--- config.mk ---
export PLATFORM = sky130hd
export DESIGN_NAME = sparc_control_unit
export DESIGN_NICKNAME = d
export VERILOG_FILES = /design/src/rtl/sparc_ctrl_pkg.sv /design/src/rtl/sparc_moc_timer.sv /design/src/rtl/sparc_control_unit.sv
export SDC_FILE = /design/constraint.sdc
export NUM_CORES = 1
export LEC_CHECK = 0
export ABC_AREA = 1
export CAP_MARGIN = 40
export CORE_MARGIN = 3
export CORE_UTILIZATION = 25
export DETAILED_ROUTE_END_ITERATION = 10
export MAX_ROUTING_LAYER = met4
export PLACE_DENSITY = 0.59
export SYNTH_ARGS = -nofsm -noshare
export SYNTH_HDL_FRONTEND = slang
export SYNTH_SLANG_ARGS = --single-unit
--- constraint.sdc ---
create_clock -name Clk -period 3.49 [get_ports Clk]
set_input_delay 0.698 -clock Clk [delete_from_list [all_inputs] [get_ports Clk]]
set_output_delay 0.698 -clock Clk [all_outputs]
set_load 0.01 [all_outputs]
--- src/rtl/sparc_ctrl_pkg.sv ---
// sparc_ctrl_pkg: control-unit states, mux select codes, forced ALU opcodes and instruction field codes
package sparc_ctrl_pkg;
  typedef enum logic [4:0] {
    RESET0, RESET1, FETCH0, FETCH1, DECODE, ALU, SETHI, CALL, BRANCH, MEM_ADDR,
    LD_WAIT, LD_WB, ST_DATA, ST_WAIT, UPDATE, TRAP, TRAP_VEC
  } state_t;
  localparam logic [1:0] MA_PORTA = 2'b00;
  localparam logic [1:0] MB_PORTB = 2'b00, MB_IMM = 2'b01, MB_MUXC = 2'b10, MB_MDR = 2'b11;
  localparam logic [1:0] MNP_NPC8 = 2'b01, MNP_DISP = 2'b10, MNP_NPC4 = 2'b11;
  localparam logic [1:0] MP_ZERO = 2'b00, MP_TBR = 2'b01, MP_NPC4 = 2'b10, MP_NPC = 2'b11;
  localparam logic [1:0] MSC_RD = 2'b00, MSC_R15 = 2'b01;
  localparam logic [1:0] TY_BYTE = 2'b00, TY_HALF = 2'b01, TY_WORD = 2'b10;
  localparam logic [5:0] ALU_ADD = 6'h00, ALU_PASSB = 6'h16;
  localparam logic [1:0] OP_FMT2 = 2'b00, OP_CALL = 2'b01, OP_ALU = 2'b10;
  localparam logic [2:0] OP2_BICC = 3'b010, OP2_SETHI = 3'b100;
  localparam logic [5:0] OP3_LD = 6'h00, OP3_LDUB = 6'h01, OP3_LDUH = 6'h02;
  localparam logic [5:0] OP3_ST = 6'h04, OP3_STB = 6'h05, OP3_STH = 6'h06;
  function automatic logic [1:0] mem_type(input logic [1:0] sz);
    return sz == 2'b01 ? TY_BYTE : sz == 2'b10 ? TY_HALF : TY_WORD;
  endfunction
endpackage

--- src/rtl/sparc_moc_timer.sv ---
// sparc_moc_timer: counts wait cycles without MOC; hit_o flags the cycle whose miss reaches LIMIT
// Ports: clk clock, clr_i synchronous clear, en_i count enable (a miss this cycle), hit_o limit reached
module sparc_moc_timer #(
  parameter int LIMIT = 16
) (
  input  logic clk,
  input  logic clr_i,
  input  logic en_i,
  output logic hit_o
);
  logic [7:0] cnt_q;
  always_ff @(posedge clk) cnt_q <= clr_i ? 8'd0 : en_i ? cnt_q + 8'd1 : cnt_q;
  assign hit_o = en_i && cnt_q == 8'(LIMIT - 1);
endmodule

--- src/rtl/sparc_control_unit.sv ---
// sparc_control_unit: hardwired multi-cycle FSM sequencing the SPARC datapath
// Inputs: Clk, Clr (sync reset), IR, MOC, BCOND, TCOND (unused). Outputs: register load enables,
// ALU/register/PC mux selects, ALU opcode override, RAM handshake (MOV/RW/Type), trap_type, state_out.
module sparc_control_unit
  import sparc_ctrl_pkg::*;
#(
  parameter int         MOC_TIMEOUT = 16,
  parameter logic [3:0] TT_ILLEGAL  = 4'h2,
  parameter logic [3:0] TT_BUSERR   = 4'h9
) (
  input  logic        Clk,
  input  logic        Clr,
  input  logic [31:0] IR,
  input  logic        MOC,
  input  logic        BCOND,
  input  logic        TCOND,
  output logic        MAR_Ld, MDR_Ld, IR_Ld, PC_Ld, NPC_Ld, nPC_Clr,
  output logic        FR_Ld, PSR_Ld, TBR_Ld, TTR_Ld, WIM_Ld, RF_Load_Enable,
  output logic [1:0]  MA, MB,
  output logic        MC, MM,
  output logic [1:0]  MNP, MP,
  output logic        MSa,
  output logic [1:0]  MSc,
  output logic        MOP,
  output logic [5:0]  OpXX,
  output logic        MOV, RW,
  output logic [1:0]  Type,
  output logic [3:0]  trap_type,
  output logic [4:0]  state_out
);
  state_t state_q, state_d, dec_s;
  logic init_q, imm_q, cc_q, st_q, an_q, bc_q, in_wait, to_hit, unused_ok;
  logic [1:0] ty_q, op;
  logic [2:0] op2;
  logic [3:0] tt_q;
  logic [5:0] op3;
  assign op = IR[31:30];
  assign op2 = IR[24:22];
  assign op3 = IR[24:19];
  assign unused_ok = ^{TCOND, IR[28:25], IR[18:14], IR[12:0]};
  assign state_out = state_q;
  assign in_wait = state_q inside {FETCH1, LD_WAIT, ST_WAIT};
  sparc_moc_timer #(.LIMIT(MOC_TIMEOUT)) u_timer (
    .clk(Clk), .clr_i(Clr || !in_wait), .en_i(!MOC), .hit_o(to_hit)
  );
  assign dec_s = op == OP_CALL ? CALL : op == OP_ALU ? ALU :
                 op == OP_FMT2 ? (op2 == OP2_SETHI ? SETHI : op2 == OP2_BICC ? BRANCH : TRAP) :
                 op3 inside {OP3_LD, OP3_LDUB, OP3_LDUH, OP3_ST, OP3_STB, OP3_STH} ? MEM_ADDR : TRAP;
  always_comb begin
    state_d = RESET0;
    case (state_q)
      RESET0:                           state_d = init_q ? RESET0 : RESET1;
      RESET1, CALL, BRANCH, UPDATE, TRAP_VEC: state_d = FETCH0;
      FETCH0:                           state_d = FETCH1;
      FETCH1:                           state_d = MOC ? DECODE : to_hit ? TRAP : FETCH1;
      DECODE:                           state_d = dec_s;
      ALU, SETHI, LD_WB:                state_d = UPDATE;
      MEM_ADDR:                         state_d = st_q ? ST_DATA : LD_WAIT;
      LD_WAIT:                          state_d = MOC ? LD_WB : to_hit ? TRAP : LD_WAIT;
      ST_DATA:                          state_d = ST_WAIT;
      ST_WAIT:                          state_d = MOC ? UPDATE : to_hit ? TRAP : ST_WAIT;
      TRAP:                             state_d = TRAP_VEC;
      default:                          state_d = RESET0;
    endcase
  end
  // init_q marks the cycles following a sampled Clr: outputs stay idle and RESET0 is held once more
  // so that its PC/nPC initialisation is presented only after Clr is released.
  // tt_q only matters in the trap states: a trap out of DECODE is illegal, one out of a wait is a bus error.
  always_ff @(posedge Clk) begin
    if (Clr) begin
      state_q <= RESET0;
      init_q <= 1'b1;
    end else begin
      state_q <= state_d;
      init_q <= 1'b0;
    end
    if (state_q == DECODE) begin
      imm_q <= IR[13];
      cc_q <= op3[4];
      st_q <= op3[2];
      an_q <= IR[29];
      bc_q <= BCOND;
      ty_q <= mem_type(op3[1:0]);
      tt_q <= TT_ILLEGAL;
    end else if (in_wait) tt_q <= TT_BUSERR;
  end
  always_comb begin
    {MAR_Ld, MDR_Ld, IR_Ld, PC_Ld, NPC_Ld, nPC_Clr} = '0;
    {FR_Ld, PSR_Ld, TBR_Ld, TTR_Ld, WIM_Ld, RF_Load_Enable} = '0;
    MA = MA_PORTA;
    MB = MB_PORTB;
    MC = 1'b0;
    MM = 1'b0;
    MNP = 2'b00;
    MP = MP_ZERO;
    MSa = 1'b0;
    MSc = MSC_RD;
    MOP = 1'b0;
    OpXX = ALU_ADD;
    MOV = 1'b0;
    RW = 1'b1;
    Type = TY_WORD;
    trap_type = 4'h0;
    if (!init_q)
      case (state_q)
        RESET0: {PC_Ld, nPC_Clr} = 2'b11;
        RESET1: {NPC_Ld, MNP} = {1'b1, MNP_NPC4};
        FETCH0: {MAR_Ld, MB, MOP, OpXX} = {1'b1, MB_MUXC, 1'b1, ALU_PASSB};
        FETCH1: {MOV, IR_Ld} = {1'b1, MOC};
        ALU: {MB, RF_Load_Enable, FR_Ld} = {1'b0, imm_q, 1'b1, cc_q};
        SETHI: {MB, MOP, OpXX, RF_Load_Enable} = {MB_IMM, 1'b1, ALU_PASSB, 1'b1};
        CALL: begin
          {MB, MOP, OpXX, RF_Load_Enable, MSc} = {MB_MUXC, 1'b1, ALU_PASSB, 1'b1, MSC_R15};
          {NPC_Ld, MNP, PC_Ld, MP} = {1'b1, MNP_DISP, 1'b1, MP_NPC};
        end
        BRANCH: begin
          {PC_Ld, NPC_Ld} = 2'b11;
          MP = bc_q || !an_q ? MP_NPC : MP_NPC4;
          MNP = bc_q ? MNP_DISP : an_q ? MNP_NPC8 : MNP_NPC4;
        end
        MEM_ADDR: {MAR_Ld, MB, MOP, OpXX} = {1'b1, 1'b0, imm_q, 1'b1, ALU_ADD};
        LD_WAIT: {MOV, Type, MDR_Ld} = {1'b1, ty_q, MOC};
        LD_WB: {MB, MOP, OpXX, RF_Load_Enable} = {MB_MDR, 1'b1, ALU_PASSB, 1'b1};
        ST_DATA: {MSa, MOP, OpXX, MM, MDR_Ld} = {1'b1, 1'b1, ALU_PASSB, 1'b1, 1'b1};
        ST_WAIT: {MOV, RW, Type} = {1'b1, 1'b0, ty_q};
        UPDATE: {PC_Ld, MP, NPC_Ld, MNP} = {1'b1, MP_NPC, 1'b1, MNP_NPC4};
        TRAP: {TTR_Ld, MOP, OpXX, trap_type} = {1'b1, 1'b1, 2'b00, tt_q, tt_q};
        TRAP_VEC: {PC_Ld, MP, nPC_Clr, trap_type} = {1'b1, MP_TBR, 1'b1, tt_q};
        default: ;
      endcase
  end
endmodule

# --- Word-level counts from Yosys, hierarchy flattened ---
# Cells that the tools add are included.
word_totals:
  in_bits: 37
  reg_bits: 24
  n_memories: 0
  latchBits: 0
  wordCells: 126
  ramBits: 0
  mem_bits_ro: 0
  output_inout_bits: 45
op_classes:
  bitwise_logic: 0
  n_div: 0
  reduce_logical: 27
  n_mux: 60
  add_sub_neg: 1
  shifts: 0
  order_cmp: 0
  eq_ne: 28
  n_mul: 0
op_table:
  columns: ["cell", "n"]
  rows:
  - ["5-bit one-hot mux with 11 select lines", 1]
  - ["5-bit by 4-bit == test with 1-bit output (second input constant)", 8]
  - ["4-bit 2-to-1 mux", 8]
  - ["1-bit 2-to-1 mux", 30]
  - ["5-bit by 3-bit == test with 1-bit output (second input constant)", 4]
  - ["2-bit 2-to-1 mux", 10]
  - ["6-bit by 3-bit == test with 1-bit output (second input constant)", 3]
  - ["2-bit OR reduction", 8]
  - ["3-bit 2-to-1 mux", 5]
  - ["5-bit OR reduction", 3]
  - ["2-bit one-hot mux with 3 select lines", 2]
  - ["5-bit by 2-bit == test with 1-bit output (second input constant)", 2]
  - ["5-bit one-hot mux with 2 select lines", 1]
  - ["8-bit by 1-bit adder with 8-bit output (second input constant)", 1]
  - ["8-bit by 4-bit == test with 1-bit output (second input constant)", 1]
  - ["2-bit one-hot mux with 4 select lines", 1]
  - ["4-bit OR reduction", 2]
  - ["7-bit OR reduction", 1]
  - ["6-bit by 1-bit == test with 1-bit output (second input constant)", 1]
  - ["6-bit by 2-bit == test with 1-bit output (second input constant)", 1]
  - ["6-bit zero test", 1]
  - ["6-bit nonzero test", 1]
  - ["3-bit OR reduction", 2]
  - ["5-bit by 1-bit == test with 1-bit output (second input constant)", 1]
  - ["13 further kinds", 18]

# --- Longest topological paths before layout ---
# Gate-level depths: netlist of the first run.
depth:
  ltp_word: 7
  depth_mapped: 10

# --- Hierarchy ---
# A second synthesis of the first run with hierarchy kept.
hier_totals:
  hier_cells: 260
  hier_area_um2: 1634.1
modules_own_cells:
  columns: ["module", "cells_each", "n_inst", "area_each_um2"]
  rows:
  - ["sparc_control_unit", 207, 1, 1255.0]
  - ["sparc_moc_timer", 53, 1, 379.1]

# --- Worst setup path before layout of the first run ---
# Ideal clock, no wire load.
synth_path:
  path_type: "register to output"
  startpoint: "register state_q[2], in the netlist state_out[2]"
  endpoint: "output OpXX[4]"
  arrival_ps: 1395
  n_path_buf: 1
  slack_ps: 1397
  stages_incl_launch_ff: 8
  cell_sequence: "dfxtp_1 -> inv_1 -> nor2_1 -> inv_1 -> o21ai_0 -> nor3_1 -> nor2_1 -> buf_4"
synth_via:
  elab_chain_cells: 4
  elab_cells_between_ends: 9
synth_rtl:
  columns: ["item", "line", "source"]
  rows:
  - ["start: declaration", "sparc_control_unit.sv:31", "state_t state_q, state_d, dec_s;"]
  - ["start signal: assignment", "sparc_control_unit.sv:74", "state_q <= state_d;"]
  - ["5-bit by 4-bit == test with 1-bit output (tied with other cells)", "sparc_control_unit.sv:105", "case (state_q)"]
  - ["5-bit OR reduction (no line)", null, null]
  - ["5-bit one-hot mux with 2 select lines (*)", "sparc_control_unit.sv:105", null]
  - ["5-bit 2-to-1 mux (*)", "sparc_control_unit.sv:104", "if (!init_q)"]
  - ["end: declaration", "sparc_control_unit.sv:25", "output logic [5:0] OpXX,"]
# Mark *: on every way between the ends. The rest lies on a longest branch, timed or not.

# --- Final worst setup path of the first run ---
layout_path:
  startpoint: "register state_q[2], in the netlist state_out[2]"
  endpoint: "output MB[0]"
layout_via:
  elab_chain_cells: 4
  elab_cells_between_ends: 10
layout_rtl:
  columns: ["item", "line", "source"]
  rows:
  - ["5-bit by 4-bit == test with 1-bit output (tied with other cells)", "sparc_control_unit.sv:105", null]
  - ["2-bit OR reduction (no line)", null, null]
  - ["2-bit one-hot mux with 4 select lines (*)", "sparc_control_unit.sv:105", null]
  - ["2-bit 2-to-1 mux (*)", "sparc_control_unit.sv:104", null]
  - ["end: declaration", "sparc_control_unit.sv:19", "output logic [1:0] MA, MB,"]
# Marked as above.

==> flow_metrics.env, run 1 <==
export IMPL_fmax_mhz=342
export IMPL_nFillCells=646
export IMPL_synth_seq_area_share_pct=33.8
export IMPL_synth_compound_area_share_pct=8.61
export IMPL_yosys_area_share_simple_pct=37.9
export IMPL_avgSynthCellArea_um2=6.54
export IMPL_final_area_um2=2150
export IMPL_finalWirelength_mm=4.21
export IMPL_cts_resized=0
export IMPL_grt_pass1_wl_mm=6.66
export IMPL_ctsHtreeMaxLevel=1
export IMPL_maxCapViolations=0
export IMPL_vias=1602
export IMPL_synthAdderAreaFrac_pct=0.797
export IMPL_vias_per_cell=4.40
export IMPL_totalNegativeSetupSlack_ps=0
export IMPL_peakVddDrop_mv=0.177
export IMPL_fin_nets=328
export IMPL_synth_area_top_cells="dfxtp_1, edfxtp_1, nor2_1"
export IMPL_die_x_um=85.2
export IMPL_p_per_area_nw_per_um2=417
export IMPL_final_max_slew_violation_count=0
export IMPL_num_antenna_cells=0
export IMPL_pre_cts_ws_ps=724
export IMPL_synthesis_area_um2=1570
export IMPL_finalSetupViolations=0
export IMPL_synth_top_area_share_pct=20.4
export IMPL_required_ps=2790
export IMPL_period_needed_ps=2930
export IMPL_io_pins=82
export IMPL_period_share_pct=83.9
export IMPL_cts_tree="done"
export IMPL_initial_core_util_pct=26.2
export IMPL_dp_hpwl_mm=3.48
export IMPL_yosysTopAreaCell="dfxtp_1"
export IMPL_area_delta_synth_final_pct=36.8
export IMPL_outcome="complete, no violations"
export IMPL_crit_arrival_ps=2230
export IMPL_hold_viol=0
export IMPL_die_h_um=85.2
export IMPL_fp_coreArea_um2=5990
export IMPL_drc=0
export IMPL_wl_per_cell_um=11.6
export IMPL_gp_congestion=0.905
export IMPL_synth_xor_xnor_area_share_pct=3.35
export IMPL_antenna_found_initial=0
export IMPL_drive_above_1_share_pct=6.92
export IMPL_muxShareOfSynthArea_pct=0
export IMPL_leakage_nw=0.957
export IMPL_grt_setup_unrepaired="false"
export IMPL_min_path_type="register to register"
export IMPL_row_count=28
export IMPL_regArea_um2=531
export IMPL_grt_max_degree=19
export IMPL_worst_slack_ps=562
export IMPL_yosysWarnings=0
export IMPL_grt_pass1_vias=1428
export IMPL_holdBufCountCts=0
export IMPL_ys_types=29
export IMPL_cts_buffers=3
export IMPL_grt_overflow_total=0
export IMPL_drt_iter0_markers=132
export IMPL_cp_max_fo=5
export IMPL_clk_pin_slew_worst_paths_ps=80
export IMPL_ys_seq_elements=23
export IMPL_dr_pass1_iters=4
export IMPL_cts_sinks=23
export IMPL_cts_path_max_buffers=2
export IMPL_clock_skew_ps=4.68
export IMPL_ant_nets=0
export IMPL_postSynthCellCount=240
export IMPL_portBuffers=49
export IMPL_clock_tree_root_cell="clkbuf_8"
export IMPL_grt_usage_pct=11.6
export IMPL_synth_top_family_by_area="simple AND/OR/NAND/NOR gates"
export IMPL_multi_input_area_um2=828
export IMPL_clk_latency_ps=260
export IMPL_cts_setup_buffers=0
export IMPL_worstSetupEndpointType="output pin"
export IMPL_startpoint_type="register"
export IMPL_placed_cell_area_um2=2100
export IMPL_criticalPathCategory="register to output pin"
export IMPL_dieArea_um2=7260
cells in the final DEF (no fill, tap or decap), types with 3 or more instances in the layout:
cell type,instances
xor2_1,4
a31oi_1,6
nor3_1,5
o21ai_0,7
nor2_2,5
nand2_1,48
dfxtp_1,16
conb_1,9
a21oi_1,5
clkbuf_8,3
edfxtp_1,7
nand3_1,18
inv_1,35
clkdlybuf4s50_1,49
buf_4,3
nor2_1,50
cell usage after synthesis, drive strengths merged:
library cell and count:
nand4 2, conb 1, nand2 51, o22ai 2
a41oi 1, clkbuf 1, xor2 4, a31oi 6
edfxtp 7, nor2 56, nor3b 1, ha 1
nor3 7, nand3 18, a21oi 6, o21bai 1
o21ai 7, inv 36, dfxtp 16, buf 14
xnor2 2
worst paths after layout:
check,slack (ps),depth (start not counted),to,startpoint
max,560,7,MB[0],state_out[2]$_SDFF_PP0_
min,500,2,u_timer.cnt_q[1]$_SDFFE_PP0N_,u_timer.cnt_q[1]$_SDFFE_PP0N_
max reg2reg,1880,9,state_out[3]$_SDFF_PP0_,state_out[4]$_SDFF_PP0_
min reg2reg,500,2,u_timer.cnt_q[1]$_SDFFE_PP0N_,u_timer.cnt_q[1]$_SDFFE_PP0N_
stage by stage:
step / utilization [%] / hold WS, ps / power, mW / cells
6_report: 35.8 / 501 / 0.895 / 364
5_1_grt: 35.8 / 546 / 0.961 / 364
4_1_cts: 35.8 / 504 / 0.908 / 364
3_5_place_dp: 35.1 / 489 / 0.736 / 360
3_3_place_gp: 35.1 / 487 / 0.734 / 360
2_1_floorplan: - / 468 / 0.555 / 248
per-layer routing:
| layer | up-vias | GRT usage [%] | share of wire (%) |
|---|---|---|---|
| li1 | 834 | - | - |
| met1 | 704 | 15.6 | 47 |
| met2 | 62 | 18.1 | 46 |
| met3 | 2 | 1.75 | 6.6 |
| met4 | 0 | 3.31 | 0.31 |
| met5 | - | - | 0 |
cell type report:
type,instances,area share [%]
Clock inverter,1,0.233
Timing Repair Buffer,52,23.9
Tap cell,75,4.37
Inverter,36,6.29
Clock buffer,3,1.92
Sequential cell,23,24.7
Multi-Input combinational cell,174,38.6
where the power goes:
part / total (mW) / internal, mW / switching, mW
Sequential: 0.332 / 0.305 / 0.0272
Clock: 0.168 / 0.0796 / 0.0880
Combinational: 0.395 / 0.176 / 0.219
Total: 0.895 / 0.560 / 0.334
flip-flops by register name (all words and copies together) (netlist names), 2 cells and up:
register	flops
u_timer.cnt_q	8
state_out	5
ty_q	2
tt_q	2
worst max-delay path, cell delays in order (launching register included):
cell and delay [ps]:
dfxtp_1 410, inv_1 60, nor2_1 170, inv_1 110, o21ai_0 380, o21ai_0 140
nor2_1 150, clkdlybuf4s50_1 550
kinds of logic (layout without fill, tap and decap cells):
family	Yosys count	count (layout)
and+or+nand+nor	135	135
DFF	23	23
other	1	9
buffers and inverters	51	92
adders and majority gates	1	1
xor gates and xnor gates	6	6
AOI/OAI and AO/OA	23	23
Power figures use the tool's default switching activity.
==> run 2, diff against run 1 <==
--- a/config.mk
+++ b/config.mk
@@ -11,7 +11,7 @@
 export CORE_UTILIZATION = 25
 export DETAILED_ROUTE_END_ITERATION = 10
 export MAX_ROUTING_LAYER = met4
-export PLACE_DENSITY = 0.59
+export PLACE_DENSITY = 0.61
 export SYNTH_ARGS = -nofsm -noshare
 export SYNTH_HDL_FRONTEND = slang
 export SYNTH_SLANG_ARGS = --single-unit
==> constraint.sdc (replaced) <==
create_clock -name Clk -period 2.4 [get_ports Clk]
set_input_delay 0.48 -clock Clk [delete_from_list [all_inputs] [get_ports Clk]]
set_output_delay 0.48 -clock Clk [all_outputs]
set_load 0.01 [all_outputs]
==> run 2 against run 1 <==
  * Core utilization is 3.0 points higher
  * Critical path depth is 1 higher
  * Via count is 4.9% higher
  * Critical endpoint unchanged
==> flow_metrics.env, run 2 (same netlist as run 1, synthesis figures left out) <==
export IMPL_initial_core_util_pct=26.2
export IMPL_drc=0
export IMPL_dp_hpwl_mm=3.46
export IMPL_hold_viol=0
export IMPL_dr_pass1_iters=4
export IMPL_layout_commonest_cell="nand2_1"
export IMPL_hold_path_depth=2
export IMPL_outcome="complete, no violations"
export IMPL_nFillCells=640
export IMPL_vias_per_cell=4.50
export IMPL_peakVddDrop_mv=0.227
export IMPL_required_ps=1920
export IMPL_slowest_delay_ps=390
export IMPL_criticalPathCategory="register to output pin"
export IMPL_grt_pass1_wl_mm=6.74
export IMPL_worstSetupEndpointType="output pin"
export IMPL_clk_latency_ps=270
export IMPL_final_max_slew_violation_count=0
export IMPL_min_from="u_timer.cnt_q[1]$_SDFFE_PP0N_"
export IMPL_gp_congestion=0.916
export IMPL_drt_iter0_markers=125
export IMPL_p_total_mw=1.36
export IMPL_fp_coreArea_um2=5990
export IMPL_grt_max_degree=19
export IMPL_num_antenna_cells=0
export IMPL_crit_arrival_ps=1840
export IMPL_r2r_slack_ps=850
export IMPL_worst_slack_ps=82.3
export IMPL_crit_path_top_delay_cell="dfxtp_4"
export IMPL_fin_nets=337
export IMPL_critPathTopFamily="buffers and inverters"
export IMPL_ctsHtreeMaxLevel=1
export IMPL_clk_pin_slew_worst_paths_ps=80
export IMPL_dieArea_um2=7260
export IMPL_p_per_area_nw_per_um2=583
export IMPL_totalNegativeSetupSlack_ps=0
export IMPL_io_pins=82
export IMPL_path_cells="inv_1, nor2_1, nand2_2, o21ai_0, buf_4, o21ai_0, nor2_1, dlygate4sd2_1"
export IMPL_grt_pass1_vias=1476
export IMPL_ant_nets=0
export IMPL_die_x_um=85.2
export IMPL_clock_tree_root_cell="clkbuf_8"
export IMPL_antenna_found_initial=0
export IMPL_pre_cts_ws_ps=77.6
export IMPL_portBuffers=49
export IMPL_power_internal_mw=0.825
export IMPL_maxCapViolations=0
export IMPL_cts_path_max_buffers=2
export IMPL_hold_slack_ps=502
export IMPL_finalWirelength_mm=4.37
export IMPL_area_delta_synth_final_pct=48.2
export IMPL_regMostFlops="u_timer.cnt_q"
export IMPL_holdBufCountCts=0
export IMPL_grt_overflow_total=0
export IMPL_p_sw_share_pct=39.1
export IMPL_cp_max_fo=6
export IMPL_period_needed_ps=2320
export IMPL_regArea_um2=547
export IMPL_final_area_um2=2320
export IMPL_largest_register_ffs=8
export IMPL_comb_power_share_pct=45.3
export IMPL_r2r_start="state_out[1]$_SDFF_PP0_"
export IMPL_cts_buffers=3
export IMPL_r2r_end="state_out[2]$_SDFF_PP0_"
export IMPL_most_common_layout_cells="nand2_1, nor2_1, inv_1"
export IMPL_r2r_cells=8
export IMPL_row_count=28
export IMPL_period_share_pct=96.6
export IMPL_vias=1680
export IMPL_startpoint_type="register"
export IMPL_cts_sinks=23
export IMPL_pwr_share_seq_pct=36.7
export IMPL_wl_per_cell_um=11.7
export IMPL_grt_usage_pct=11.9
export IMPL_min_path_type="register to register"
export IMPL_pwr_share_clk_pct=18.0
export IMPL_placed_cell_area_um2=2160
export IMPL_die_h_um=85.2
export IMPL_leakage_nw=1.25
export IMPL_drive_above_1_share_pct=15.8
export IMPL_multi_input_area_um2=908
export IMPL_clock_skew_ps=3.43
export IMPL_cts_tree="done"
export IMPL_finalSetupViolations=0
export IMPL_hold_path_end="u_timer.cnt_q[1]$_SDFFE_PP0N_"
export IMPL_crit_buf_inv=3
export IMPL_p_sw_mw=0.530
export IMPL_fmax_mhz=431
[run 2: cell count changes in the layout (fill, tap and decap cells not counted), sizes merged]
cell	before	now
clkdlybuf4s50	49	27
dlygate4sd2	0	11
dlymetal6s2s	0	11
buf	3	12
[run 2: per-stage QoR]
stage,util [%],instances
floorplan,-,248
global placement,36.1,368
detailed placement,36.1,368
CTS,37.3,372
global route,38.8,373
finish,38.8,373
[run 2: layout make-up]
| class | count | share of cell area, % |
|---|---|---|
| Multi-Input combinational cell | 174 | 39.1 |
| Tap cell | 75 | 4.04 |
| Clock buffer | 3 | 1.78 |
| Sequential cell | 23 | 23.5 |
| Inverter | 36 | 5.81 |
| Timing Repair Buffer | 61 | 25.6 |
| Clock inverter | 1 | 0.215 |
[run 2: power by group through the flow]
stage	combinational [mW]	clock (mW)	sequential [mW]
floorplan	0.317	0	0.490
global placement	0.591	0	0.487
detailed placement	0.595	0	0.487
CTS	0.587	0.251	0.487
global route	0.673	0.267	0.504
finish	0.614	0.245	0.498
[run 2: repair_timing]
item,4_1_cts,5_1_grt
pin swaps,0,4
buffers inserted,0,1
setup endpoints to repair,24,21
resized for setup,24,28
[run 2: worst register-to-register path, cell delays in order, from the launching register on]
cell and delay, ps:
dfxtp_4 380, nor2_2 170, buf_4 150, nand3_1 170, inv_1 320, nand2_1 110, nand3_1 100, nand2_1 60
inv_1 50
[run 2: worst max-delay path by stage]
stage | start | end | cells past startpoint
2_1_floorplan | state_out[2]$_SDFF_PP0_ | OpXX[4] | 7
3_3_place_gp | state_out[3]$_SDFF_PP0_ | MOP | 7
3_5_place_dp | state_out[3]$_SDFF_PP0_ | MOP | 7
4_1_cts | state_out[2]$_SDFF_PP0_ | MDR_Ld | 6
5_1_grt | state_out[1]$_SDFF_PP0_ | MB[0] | 8
6_report | state_out[1]$_SDFF_PP0_ | MB[0] | 8
[run 2: metal layers]
layer / track usage (%) / part of all wire, % / vias up
met2: 19.6 / 46 / 54
li1: - / - / 861
met3: 1.36 / 5.5 / 7
met5: - / 0 / -
met1: 14.9 / 46 / 758
met4: 4.32 / 1.9 / 0
==> run 3, diff against run 2 <==
--- a/config.mk
+++ b/config.mk
@@ -11,7 +11,7 @@
 export CORE_UTILIZATION = 25
 export DETAILED_ROUTE_END_ITERATION = 10
 export MAX_ROUTING_LAYER = met4
-export PLACE_DENSITY = 0.61
+export PLACE_DENSITY_LB_ADDON = 0.08
 export SYNTH_ARGS = -nofsm -noshare
 export SYNTH_HDL_FRONTEND = slang
 export SYNTH_SLANG_ARGS = --single-unit
==> run 3 against run 2 <==
  * Fmax is 0.25% higher
  * Sequential power is 1% lower
  * Core utilization is 1.2 points higher
  * Routed wire length is 9.2% higher
  * Register-to-register slack worse by 140 ps
  * Combinational power is 5.9% higher
  * Non-clock buffer count is 12 higher
  * Critical path depth is 1 lower
  * Worst hold slack better by 9.7 ps
  * Sequential share of layout area is 0.93 points lower
  * Final area is 3.2% higher
  * Critical path type unchanged
==> flow_metrics.env, run 3 (same netlist as run 1, synthesis figures left out) <==
export IMPL_pre_cts_ws_ps=94.8
export IMPL_holdBufCountCts=0
export IMPL_required_ps=1920
export IMPL_outcome="complete, no violations"
export IMPL_comb_power_share_pct=46.2
export IMPL_nFillCells=663
export IMPL_p_per_area_nw_per_um2=587
export IMPL_crit_buf_inv=2
export IMPL_dp_hpwl_mm=3.83
export IMPL_multi_input_area_um2=898
export IMPL_io_pins=82
export IMPL_criticalPathCategory="register to output pin"
export IMPL_power_internal_mw=0.856
export IMPL_period_needed_ps=2310
export IMPL_final_max_slew_violation_count=0
export IMPL_r2r_start="state_out[0]$_SDFF_PP0_"
export IMPL_area_delta_synth_final_pct=52.9
export IMPL_die_h_um=85.2
export IMPL_row_count=28
export IMPL_die_x_um=85.2
export IMPL_drive_above_1_share_pct=19.7
export IMPL_pwr_share_clk_pct=18.8
export IMPL_final_area_um2=2400
export IMPL_met2_usage_pct=20.6
export IMPL_largest_register_ffs=8
export IMPL_startpoint_type="register"
export IMPL_period_share_pct=96.3
export IMPL_clock_skew_ps=3.27
export IMPL_p_sw_share_pct=39.2
export IMPL_dr_pass1_iters=4
export IMPL_grt_pass1_wl_mm=7.74
export IMPL_clk_latency_ps=280
export IMPL_pwr_share_seq_pct=35.0
export IMPL_slowest_delay_ps=530
export IMPL_cts_buffers=3
export IMPL_top_usage_layer="met2"
export IMPL_hold_viol=0
export IMPL_min_path_type="register to register"
export IMPL_critPathTopFamily="buffers and inverters"
export IMPL_hold_path_end="u_timer.cnt_q[1]$_SDFFE_PP0N_"
export IMPL_hold_slack_ps=512
export IMPL_worst_slack_ps=88.0
export IMPL_antenna_found_initial=0
export IMPL_dieArea_um2=7260
export IMPL_peakVddDrop_mv=0.230
export IMPL_path_cells="inv_2, nand2_2, nor2_4, nor2_4, nor2_1, nand2_1, clkdlybuf4s50_1"
export IMPL_finalSetupViolations=0
export IMPL_hold_path_depth=2
export IMPL_drt_iter0_markers=73
export IMPL_finalWirelength_mm=4.77
export IMPL_clock_tree_root_cell="clkbuf_8"
export IMPL_cp_depth=7
export IMPL_met1_usage_pct=18.8
export IMPL_vias_per_cell=4.46
export IMPL_fp_coreArea_um2=5990
export IMPL_cts_sinks=23
export IMPL_grt_usage_pct=13.8
export IMPL_r2r_end="state_out[2]$_SDFF_PP0_"
export IMPL_cp_common_cell="nor2_4"
export IMPL_gp_congestion=0.857
export IMPL_portBuffers=49
export IMPL_num_antenna_cells=0
export IMPL_maxCapViolations=0
export IMPL_crit_path_top_delay_cell="clkdlybuf4s50_1"
export IMPL_crit_arrival_ps=1830
export IMPL_grt_setup_unrepaired="true"
export IMPL_r2r_cells=9
export IMPL_clk_pin_slew_worst_paths_ps=90
export IMPL_drc=0
export IMPL_fmax_mhz=433
export IMPL_initial_core_util_pct=26.2
export IMPL_vias=1716
export IMPL_cts_path_max_buffers=2
export IMPL_worstSetupEndpointType="output pin"
export IMPL_cts_tree="done"
export IMPL_regMostFlops="u_timer.cnt_q"
export IMPL_p_sw_mw=0.551
export IMPL_wl_per_cell_um=12.4
export IMPL_regArea_um2=542
export IMPL_most_common_layout_cells="nand2_1, nor2_1, inv_1"
export IMPL_layout_commonest_cell="nand2_1"
export IMPL_leakage_nw=1.37
export IMPL_grt_pass1_vias=1556
export IMPL_placed_cell_area_um2=2250
export IMPL_r2r_slack_ps=710
export IMPL_grt_overflow_total=0
export IMPL_ant_nets=0
export IMPL_grt_max_degree=19
export IMPL_fin_nets=349
export IMPL_min_from="u_timer.cnt_q[1]$_SDFFE_PP0N_"
export IMPL_cp_max_fo=6
export IMPL_use_met3_pct=1.94
export IMPL_ctsHtreeMaxLevel=1
## run 3: cell types whose count changed in the layout (fill, tap and decap cells not counted), sizes merged
cell and delta:
buf +12, clkdlybuf4s50 -6, dlymetal6s2s +3, clkbuf +2
clkdlybuf4s15 +2, dlygate4sd2 -1
## run 3: final cells by class
| cell class | count | share of cell area [%] |
|---|---|---|
| Inverter | 36 | 5.63 |
| Sequential cell | 23 | 22.6 |
| Tap cell | 75 | 3.91 |
| Timing Repair Buffer | 73 | 28.5 |
| Clock inverter | 1 | 0.209 |
| Multi-Input combinational cell | 174 | 37.5 |
| Clock buffer | 3 | 1.72 |
## run 3: through the flow
stage / power [mW] / util, % / cells / TNS (ps)
after CTS: 1.40 / 38.7 / 384 / -78.8
after global routing: 1.52 / 40.0 / 385 / -14.3
final: 1.41 / 40.0 / 385 / 0
after detailed placement: 1.13 / 37.6 / 380 / 0
after floorplan: 0.807 / - / 248 / 0
after global placement: 1.14 / 37.6 / 380 / 0
## run 3: power by group through the flow
| stage | Clock (mW) | Combinational, mW | Sequential [mW] |
|---|---|---|---|
| 6_report | 0.264 | 0.650 | 0.492 |
| 5_1_grt | 0.293 | 0.726 | 0.500 |
| 4_1_cts | 0.273 | 0.643 | 0.481 |
| 3_5_place_dp | 0 | 0.651 | 0.483 |
| 3_3_place_gp | 0 | 0.653 | 0.485 |
| 2_1_floorplan | 0 | 0.317 | 0.490 |
## run 3: routing by layer
layer / part of all wire, % / wire [µm]
met5: 0 / 0
met4: 2.2 / 103
met3: 5.9 / 283
met2: 45 / 2170
met1: 46 / 2220
## run 3: worst max path at each step
stage | end | from | slack, ps
final | Type[1] | state_out[4]$_SDFF_PP0_ | 90
after global routing | Type[1] | state_out[1]$_SDFF_PP0_ | -10
after CTS | MP[1] | state_out[0]$_SDFF_PP0_ | -50
after detailed placement | MP[0] | state_out[0]$_SDFF_PP0_ | 90
after global placement | MDR_Ld | MOC | 80
after floorplan | OpXX[4] | state_out[2]$_SDFF_PP0_ | 530
## run 3: repair_timing
item                       CTS  global route
resized for setup           28            35
setup buffers                0             1
pin swaps                    0             4
setup endpoints to repair   26            24
## run 3: worst register-to-register path: cells and delay by family, from the launching register on
| family | cells | cell delay, ps |
|---|---|---|
| AND/OR/NAND/NOR | 5 | 570 |
| flip-flops | 1 | 370 |
| buffers and inverters | 4 | 710 |
